===== config.mk =====
export PLATFORM = sky130hd
export DESIGN_NAME = ovl_fire_collector
export DESIGN_NICKNAME = d
export VERILOG_FILES = /design/src/rtl/ovl_fire_pkg.sv /design/src/rtl/ovl_fire_sat_counter.sv /design/src/rtl/ovl_fire_collector.sv
export SDC_FILE = /design/constraint.sdc
export NUM_CORES = 1
export LEC_CHECK = 0
export ABC_AREA = 1
export CAP_MARGIN = 20
export CELL_PAD_IN_SITES_DETAIL_PLACEMENT = 0
export CELL_PAD_IN_SITES_GLOBAL_PLACEMENT = 1
export CORE_ASPECT_RATIO = 1.5
export CORE_MARGIN = 3
export CORE_UTILIZATION = 39
export DETAILED_ROUTE_END_ITERATION = 10
export GPL_ROUTABILITY_DRIVEN = 0
export GPL_TIMING_DRIVEN = 1
export PLACE_DENSITY = 0.83
export SYNTH_ARGS = -nofsm -noshare
export SYNTH_HDL_FRONTEND = slang
export SYNTH_HIERARCHICAL = 1
export SYNTH_SLANG_ARGS = --single-unit
export TNS_END_PERCENT = 30

===== constraint.sdc =====
create_clock -name clock -period 3.6 [get_ports clock]
set_clock_uncertainty 0.2 [all_clocks]
set_input_delay 0.72 -clock clock [delete_from_list [all_inputs] [get_ports clock]]
set_output_delay 0.72 -clock clock [all_outputs]
set_load 0.05 [all_outputs]

===== src/rtl/ovl_fire_pkg.sv =====
// Shared types and constants for the OVL fire collector: FSM states, fire
// vector bit positions and the popcount width helper.
package ovl_fire_pkg;

  typedef enum logic [1:0] {
    IDLE     = 2'd0,
    CAPTURED = 2'd1,
    CLEAR    = 2'd2
  } state_e;

  localparam int unsigned FIRE_2STATE = 0;
  localparam int unsigned FIRE_XCHECK = 1;
  localparam int unsigned FIRE_COVER  = 2;

  // Bits needed to hold a count of 0..n set checkers in one cycle.
  function automatic int unsigned popcount_width(input int unsigned n);
    return $clog2(n + 1);
  endfunction

endpackage


===== src/rtl/ovl_fire_sat_counter.sv =====
// Saturating up-counter: adds a multi-bit increment each cycle, sticks at
// all-ones, synchronous clear has priority over the increment.
module ovl_fire_sat_counter #(
  parameter int unsigned width     = 8,
  parameter int unsigned inc_width = 3
) (
  input  logic                 clock,
  input  logic                 reset,
  input  logic                 clr,
  input  logic [inc_width-1:0] inc,
  output logic [width-1:0]     count
);

  localparam int unsigned AccW = ((width > inc_width) ? width : inc_width) + 1;

  logic [width-1:0] count_q, count_d;
  logic [AccW-1:0]  sum;

  always_comb begin
    sum     = AccW'(count_q) + AccW'(inc);
    count_d = count_q;
    if (clr) begin
      count_d = '0;
    end else if (|sum[AccW-1:width]) begin
      count_d = '1;
    end else begin
      count_d = sum[width-1:0];
    end
  end

  always_ff @(posedge clock or negedge reset) begin
    if (!reset) begin
      count_q <= '0;
    end else begin
      count_q <= count_d;
    end
  end

  assign count = count_q;

endmodule


===== src/rtl/ovl_fire_collector.sv =====
// Aggregates OVL checker fire vectors into sticky flags, saturating counters
// and a first-failure record, with a four-phase clear handshake.
module ovl_fire_collector
  import ovl_fire_pkg::*;
#(
  parameter int unsigned num_checkers = 4,
  parameter int unsigned id_width     = 2,
  parameter int unsigned cnt_width    = 8,
  parameter int unsigned ts_width     = 16
) (
  input  logic                      clock,
  input  logic                      reset,
  input  logic                      enable,
  input  logic [3*num_checkers-1:0] fire_in,
  input  logic                      clear_req,
  output logic                      clear_ack,
  output logic [num_checkers-1:0]   sticky_2state,
  output logic [num_checkers-1:0]   sticky_xcheck,
  output logic [cnt_width-1:0]      err_count,
  output logic [cnt_width-1:0]      cover_count,
  output logic                      first_valid,
  output logic [id_width-1:0]       first_id,
  output logic [ts_width-1:0]       first_ts,
  output logic                      irq
);

  localparam int unsigned SumW = popcount_width(num_checkers);

  state_e                  state_q, state_d;
  logic [ts_width-1:0]     ts_q, ts_d;
  logic [num_checkers-1:0] st2_q, st2_d, stx_q, stx_d;
  logic                    fv_q, fv_d;
  logic [id_width-1:0]     fid_q, fid_d;
  logic [ts_width-1:0]     fts_q, fts_d;
  logic                    irq_q, irq_d;

  logic [num_checkers-1:0] hit2, hitx, hitc;
  logic [SumW-1:0]         err_inc, cov_inc;
  logic                    clr_take;
  logic                    found;

  // A clear is only accepted from IDLE/CAPTURED; fires on that edge are dropped.
  always_comb begin
    clr_take = (state_q != CLEAR) && clear_req;
    hit2     = '0;
    hitx     = '0;
    hitc     = '0;
    err_inc  = '0;
    cov_inc  = '0;
    for (int unsigned k = 0; k < num_checkers; k++) begin
      hit2[k] = enable && !clr_take && fire_in[3*k+FIRE_2STATE];
      hitx[k] = enable && !clr_take && fire_in[3*k+FIRE_XCHECK];
      hitc[k] = enable && !clr_take && fire_in[3*k+FIRE_COVER];
      err_inc = err_inc + SumW'(hit2[k] | hitx[k]);
      cov_inc = cov_inc + SumW'(hitc[k]);
    end
  end

  always_comb begin
    ts_d  = enable ? ts_q + ts_width'(1) : ts_q;
    st2_d = clr_take ? '0 : (st2_q | hit2);
    stx_d = clr_take ? '0 : (stx_q | hitx);
    irq_d = |{st2_d, stx_d};
    fv_d  = fv_q;
    fid_d = fid_q;
    fts_d = fts_q;
    found = 1'b0;
    if (clr_take) begin
      fv_d  = 1'b0;
      fid_d = '0;
      fts_d = '0;
    end else if (!fv_q && |hit2) begin
      fv_d  = 1'b1;
      fts_d = ts_q;
      for (int unsigned k = 0; k < num_checkers; k++) begin
        if (hit2[k] && !found) begin
          found = 1'b1;
          fid_d = id_width'(k);
        end
      end
    end
  end

  always_comb begin
    state_d = state_q;
    case (state_q)
      IDLE: begin
        if (clear_req)  state_d = CLEAR;
        else if (fv_d)  state_d = CAPTURED;
      end
      CAPTURED: begin
        if (clear_req)  state_d = CLEAR;
      end
      CLEAR: begin
        if (!clear_req) state_d = fv_d ? CAPTURED : IDLE;
      end
      default: state_d = IDLE;
    endcase
  end

  always_ff @(posedge clock or negedge reset) begin
    if (!reset) begin
      state_q <= IDLE;
      ts_q    <= '0;
      st2_q   <= '0;
      stx_q   <= '0;
      fv_q    <= 1'b0;
      fid_q   <= '0;
      fts_q   <= '0;
      irq_q   <= 1'b0;
    end else begin
      state_q <= state_d;
      ts_q    <= ts_d;
      st2_q   <= st2_d;
      stx_q   <= stx_d;
      fv_q    <= fv_d;
      fid_q   <= fid_d;
      fts_q   <= fts_d;
      irq_q   <= irq_d;
    end
  end

  ovl_fire_sat_counter #(
    .width     (cnt_width),
    .inc_width (SumW)
  ) u_err_cnt (
    .clock (clock),
    .reset (reset),
    .clr   (clr_take),
    .inc   (err_inc),
    .count (err_count)
  );

  ovl_fire_sat_counter #(
    .width     (cnt_width),
    .inc_width (SumW)
  ) u_cov_cnt (
    .clock (clock),
    .reset (reset),
    .clr   (clr_take),
    .inc   (cov_inc),
    .count (cover_count)
  );

  assign clear_ack     = (state_q == CLEAR);
  assign sticky_2state = st2_q;
  assign sticky_xcheck = stx_q;
  assign first_valid   = fv_q;
  assign first_id      = fid_q;
  assign first_ts      = fts_q;
  assign irq           = irq_q;

endmodule


* Word-level counts from Yosys, hierarchy flattened
Cells that the tools add are included.
** Storage, ports and cells
- Input bits :: 16
- Register bits :: 62
- Output and inout port bits :: 45
** Operators by class
- Reductions and logical operators :: 30
- Bitwise operators :: 6
- Equal/unequal tests :: 6
- $add $sub $neg :: 9
- Multiplexer cells :: 31
** Operator list (count)
- two-way mux 16 bit :: 2
- two-way mux 8 bit :: 4
- two-way mux 2 bit :: 10
- adder 8 x 3 -> 9 bit :: 2
- logical AND 1 bit :: 18
- adder 16 x 1 -> 16 bit (second input constant) :: 1
- two-way mux 1 bit :: 12
- two-way mux 4 bit :: 2
- bitwise OR 4 bit :: 2
- OR reduction 8 bit :: 1
- adder 2 x 1 -> 3 bit :: 2
- adder 3 x 1 -> 3 bit :: 2
- != test 2 bit (second input constant) :: 3
- one-hot mux 2 bit (3 select lines) :: 1
- logical NOT 1 bit :: 5
- nonzero test 5 bit :: 1
- adder 1 x 1 -> 2 bit :: 2
- bitwise OR 1 bit :: 4
- OR reduction 4 bit :: 1
- != test 3 bit (second input constant) :: 1
- AND reduction 3 bit :: 1
- equality test 2 x 1 -> 1 bit (second input constant) :: 1
- equality test 2 bit (second input constant) :: 1
- logical NOT 2 bit :: 1
- other kinds (2) :: 2

* Logic depth before layout (Yosys ltp)
- Depth in word-level cells :: 24
- Gate-level depth with buffers :: 17
- Gate-level depth less buffers :: 16

* Modules after synthesis
Netlist, hierarchy kept.
** Modules (own cells, without submodules)
- ovl_fire_collector :: instances 1, cells an instance 256, area an instance 2366.0 um^2
- ovl_fire_sat_counter :: instances 2, cells an instance 60, area an instance 484.2 um^2

* Least setup slack after synthesis
Ideal clock, no wire load.
- Kind :: in2reg
- From :: input enable
- To :: register u_cov_cnt.count_q[3], in the netlist u_cov_cnt/count[3]
- Stages on the path :: 14
- Setup slack :: 133 ps
- Buffers on the path :: 2
- Library setup time :: 113 ps
- Arrival time :: 3154 ps
- Required time :: 3287 ps
- Path through :: buf_4 -> buf_2 -> nand2_1 -> nor2_1 -> fa_1 -> ha_1 -> ha_1 -> fa_1 -> nand2_1 -> nand2_1 -> nand3_2 -> nand3_1 -> nand2_1 -> inv_1
** Between the ends
- Longest elaborated chain between the ends :: 8
- Elaborated cells between the ends (all ways) :: 11
** Ends and longest elaborated chain
- start, declared :: line ovl_fire_collector.sv:13 : input logic enable,
- logical AND 1 bit * :: line ovl_fire_collector.sv:53 : hitc[k] = enable && !clr_take && fire_in[3*k+FIRE_COVER];
- logical AND 1 bit :: line ovl_fire_collector.sv:53
- adder 1 x 1 -> 2 bit :: line ovl_fire_collector.sv:55 : cov_inc = cov_inc + SumW'(hitc[k]);
- adder 2 x 1 -> 3 bit :: line ovl_fire_collector.sv:55
- adder 3 x 1 -> 3 bit * :: line ovl_fire_collector.sv:55
- named net cov_inc[1] :: line ovl_fire_collector.sv:38 : logic [SumW-1:0] err_inc, cov_inc;
- adder 8 x 3 -> 9 bit * :: line ovl_fire_sat_counter.sv:20 : sum = AccW'(count_q) + AccW'(inc);
- two-way mux 8 bit * :: line ovl_fire_sat_counter.sv:24 : end else if (|sum[AccW-1:width]) begin
- two-way mux 8 bit * :: line ovl_fire_sat_counter.sv:22 : if (clr) begin
- named net u_cov_cnt.count_d[3] :: line ovl_fire_sat_counter.sv:16 : logic [width-1:0] count_q, count_d;
- end signal, assigned :: line ovl_fire_sat_counter.sv:35 : count_q <= count_d;
- end, declared :: line ovl_fire_sat_counter.sv:16
Mark *: on every way through the listed nets, which the timed path passes. The rest lies on a longest branch.
A chain may end at the register's enable or synchronous reset.

* Worst setup path in the final report
- From :: input enable
- To :: register u_cov_cnt.count_q[5], in the netlist u_cov_cnt/count[5]
Same word-level chain as after synthesis.

==> flow_metrics.tcl <==
set metrics [dict create \
    drt_iter0_drc 87 \
    htreeDepth 3 \
    clock_tree.buffer_depth 2 \
    nets 487 \
    dieArea_mm2 0.00972 \
    crit_fanout 10 \
    min_period_ns 3.45 \
    synth-edff-count 0 \
    required_ns 3.62 \
    syn_avg_cell_area_um2 8.87 \
    slew_headroom_pct 66.1 \
    grt-ovfl-total 0 \
    finalCritPeriodShare_pct 95.9 \
    finalHoldViolCount 0 \
    viasPerCell 4.80 \
    cts_buffers 9 \
    netlist_top_cells_area "dfrtp_1 47%, nand2_1 9.9%, nand3_1 6.6%" \
    hold_class "primary input to async pin" \
    clock_latency_ns 0.32 \
    start_util_pct 40.9 \
    clkTransAtPathRegs_ns 0.05 \
    criticalPathCategory "primary input to flip-flop" \
    num_rows 40 \
    dp_hpwl_um 5550 \
    slew_violations 0 \
    clockRootBuffer "clkbuf_16" \
    grt.total_usage_pct 17.2 \
    fillers 746 \
    tightestPinTransition_ns 0.507 \
    grt_max_degree 32 \
    outcome "finished clean" \
    fin_setup_tns_ns 0 \
    fp.dieW_um 81.5 \
    coreArea_mm2 0.00816 \
    io_pins 61 \
    power_leakage_nw 2.24 \
    maxCapViolations 0 \
    clkSinkCount 62 \
    area_delta_synth_final_pct 34.3 \
    grt_pass1_wl_um 13100 \
    routed_wl_um 7410 \
    antenna_found_initial 0 \
    post_cts_buffers 0 \
    cellPowerDensity_mw_per_mm2 625 \
    post_drt_wl_per_cell_um 13.1 \
    vias 2714 \
    startpoint_type "primary input" \
    critPathArrivalTime_ns 3.47 \
    drc_errors 0 \
    place_area_mm2 0.00412 \
    drt_first_pass_iters 4 \
    cts_resized 0 \
    drive_gt1_share_pct 16.9 \
    cts_tree "yes" \
    yosysUniqueCellTypes 33 \
    netlist_area_mm2 0.00333 \
    yosysTopAreaCell "dfrtp_1" \
    ys_seq_area_share_pct 46.5 \
    io_buffers 60 \
    synthCells 376 \
    first_global_vias 2906 \
    endpoint_kind "flip-flop" \
    hold_buffers 0 \
    yosysMostFrequentCell "nand2_1" \
    synth_commonest_cells "88 x nand2_1, 62 x dfrtp_1, 50 x inv_1" \
    ys_seq_elements 62 \
    synth_top_area_share_pct 46.5 \
    finalSetupViolations 0 \
    synth_warnings 6 \
    fmax_mhz 290 \
    diodes 0 \
    drtAntennaViolNets 0 \
    final_area_mm2 0.00448 \
    whs_ns 0.132 \
    syn-num-nets 407 \
    die_h_um 119 \
    ys.flop_type "dfrtp_1" \
    vdd_drop_max_v 0.000296 \
    synthArstFlopShare_pct 100 \
    rsz0062_at_grt "no" \
]
-- through the flow --
stage	worst slack, ns	total power, mW	utilization [%]	std cells
after floorplan	0.133	1.58	-	376
after global placement	-0.254	1.89	50.4	550
after detailed placement	-0.331	1.90	50.4	550
after CTS	0.0118	2.84	54.3	566
after global routing	0.00512	2.97	54.9	566
final	0.146	2.80	54.9	566
-- registers in the layout, indices dropped and copies added, names as in the netlist --
| signal | flops |
|---|---|
| ts_q | 16 |
| u_err_cnt/count | 8 |
| state_q | 2 |
| sticky_2state | 4 |
| u_cov_cnt/count | 8 |
| first_id | 2 |
| first_ts | 16 |
| sticky_xcheck | 4 |
| first_valid | 1 |
| irq | 1 |
-- final cells by class --
cell class	count	area [um2]	area share [%]
inverters	53	199	4.44
flip-flops and latches	62	1550	34.6
multi-input cells	252	1540	34.5
well taps	105	131	2.93
clock buffers	12	246	5.50
repair buffers	78	737	16.5
clock inverters	4	70.1	1.56
-- cell usage in the layout, fill, tap and decap left out, types with 3 or more instances in the layout --
master and instances:
xor2_1 6, ha_1 11, nand3_2 11, nand2_4 3, buf_4 17, nand3b_1 5
nand3_1 43, nand2_2 8, clkdlybuf4s50_1 58, o21ai_1 3, dfrtp_1 62, nor2_4 3
nor2_2 5, nor2_1 19, nor3_1 3, nand2_1 85, nand4_1 5, o21ai_0 7
a21oi_1 10, inv_1 50, or2_2 4, xnor2_1 6, a31oi_1 4, clkbuf_16 9
-- kinds of logic (layout without fill, tap and decap cells) --
logic type | count (synthesis) | in the layout | synth area share, %
AND/OR/NAND/NOR | 198 | 198 | 30.3
flip-flops | 62 | 62 | 46.5
multiplexers | 1 | 1 | 0.338
XOR/XNOR | 12 | 12 | 3.15
AO/OA/AOI/OAI | 26 | 26 | 4.77
buffers and inverters | 62 | 147 | 8.41
adder cells (fa/ha/maj) | 15 | 15 | 6.53
-- worst paths after layout --
kind	start	end	slack (ns)	cells past startpoint
max	enable	u_cov_cnt/count[5]$_DFF_PN0_	0.15	16
min	reset	u_err_cnt/count[3]$_DFF_PN0_	0.13	1
max reg2reg	state_q[0]$_DFFE_PN0P_	u_cov_cnt/count[5]$_DFF_PN0_	0.50	17
min reg2reg	state_q[1]$_DFFE_PN0P_	state_q[1]$_DFFE_PN0P_	0.29	1
max in group asynchronous	reset	ts_q[0]$_DFFE_PN0P_	2.30	2
min in group clock	state_q[1]$_DFFE_PN0P_	state_q[1]$_DFFE_PN0P_	0.29	1
-- layer usage --
| layer | up-vias | global-route usage [%] | routed length, um |
|---|---|---|---|
| met3 | 13 | 3.78 | 252 |
| met1 | 1283 | 20.4 | 3090 |
| li1 | 1373 | - | - |
| met5 | - | 0 | 0 |
| met2 | 45 | 28.8 | 3910 |
| met4 | 0 | 8.35 | 161 |
-- worst max-delay path: stages --
cell and delay (ns):
clkdlybuf4s50_1 0.47, buf_6 0.15, nand2_2 0.10, nor2_2 0.11, fa_1 0.42, ha_1 0.21
ha_1 0.32, buf_4 0.15, ha_1 0.26, nand2_1 0.05, nand2_1 0.15, nand3_1 0.10
nand2_1 0.07, nand3_1 0.08, nand2_1 0.06, inv_1 0.03
-- power by group --
part	switching, mW	internal [mW]	leakage [nW]
clock	0.288	0.622	0.157
combinational	0.608	0.343	1.28
sequential	0.118	0.822	0.809
total	1.01	1.79	2.24
Note: power is estimated with default switching activity, not from simulation.
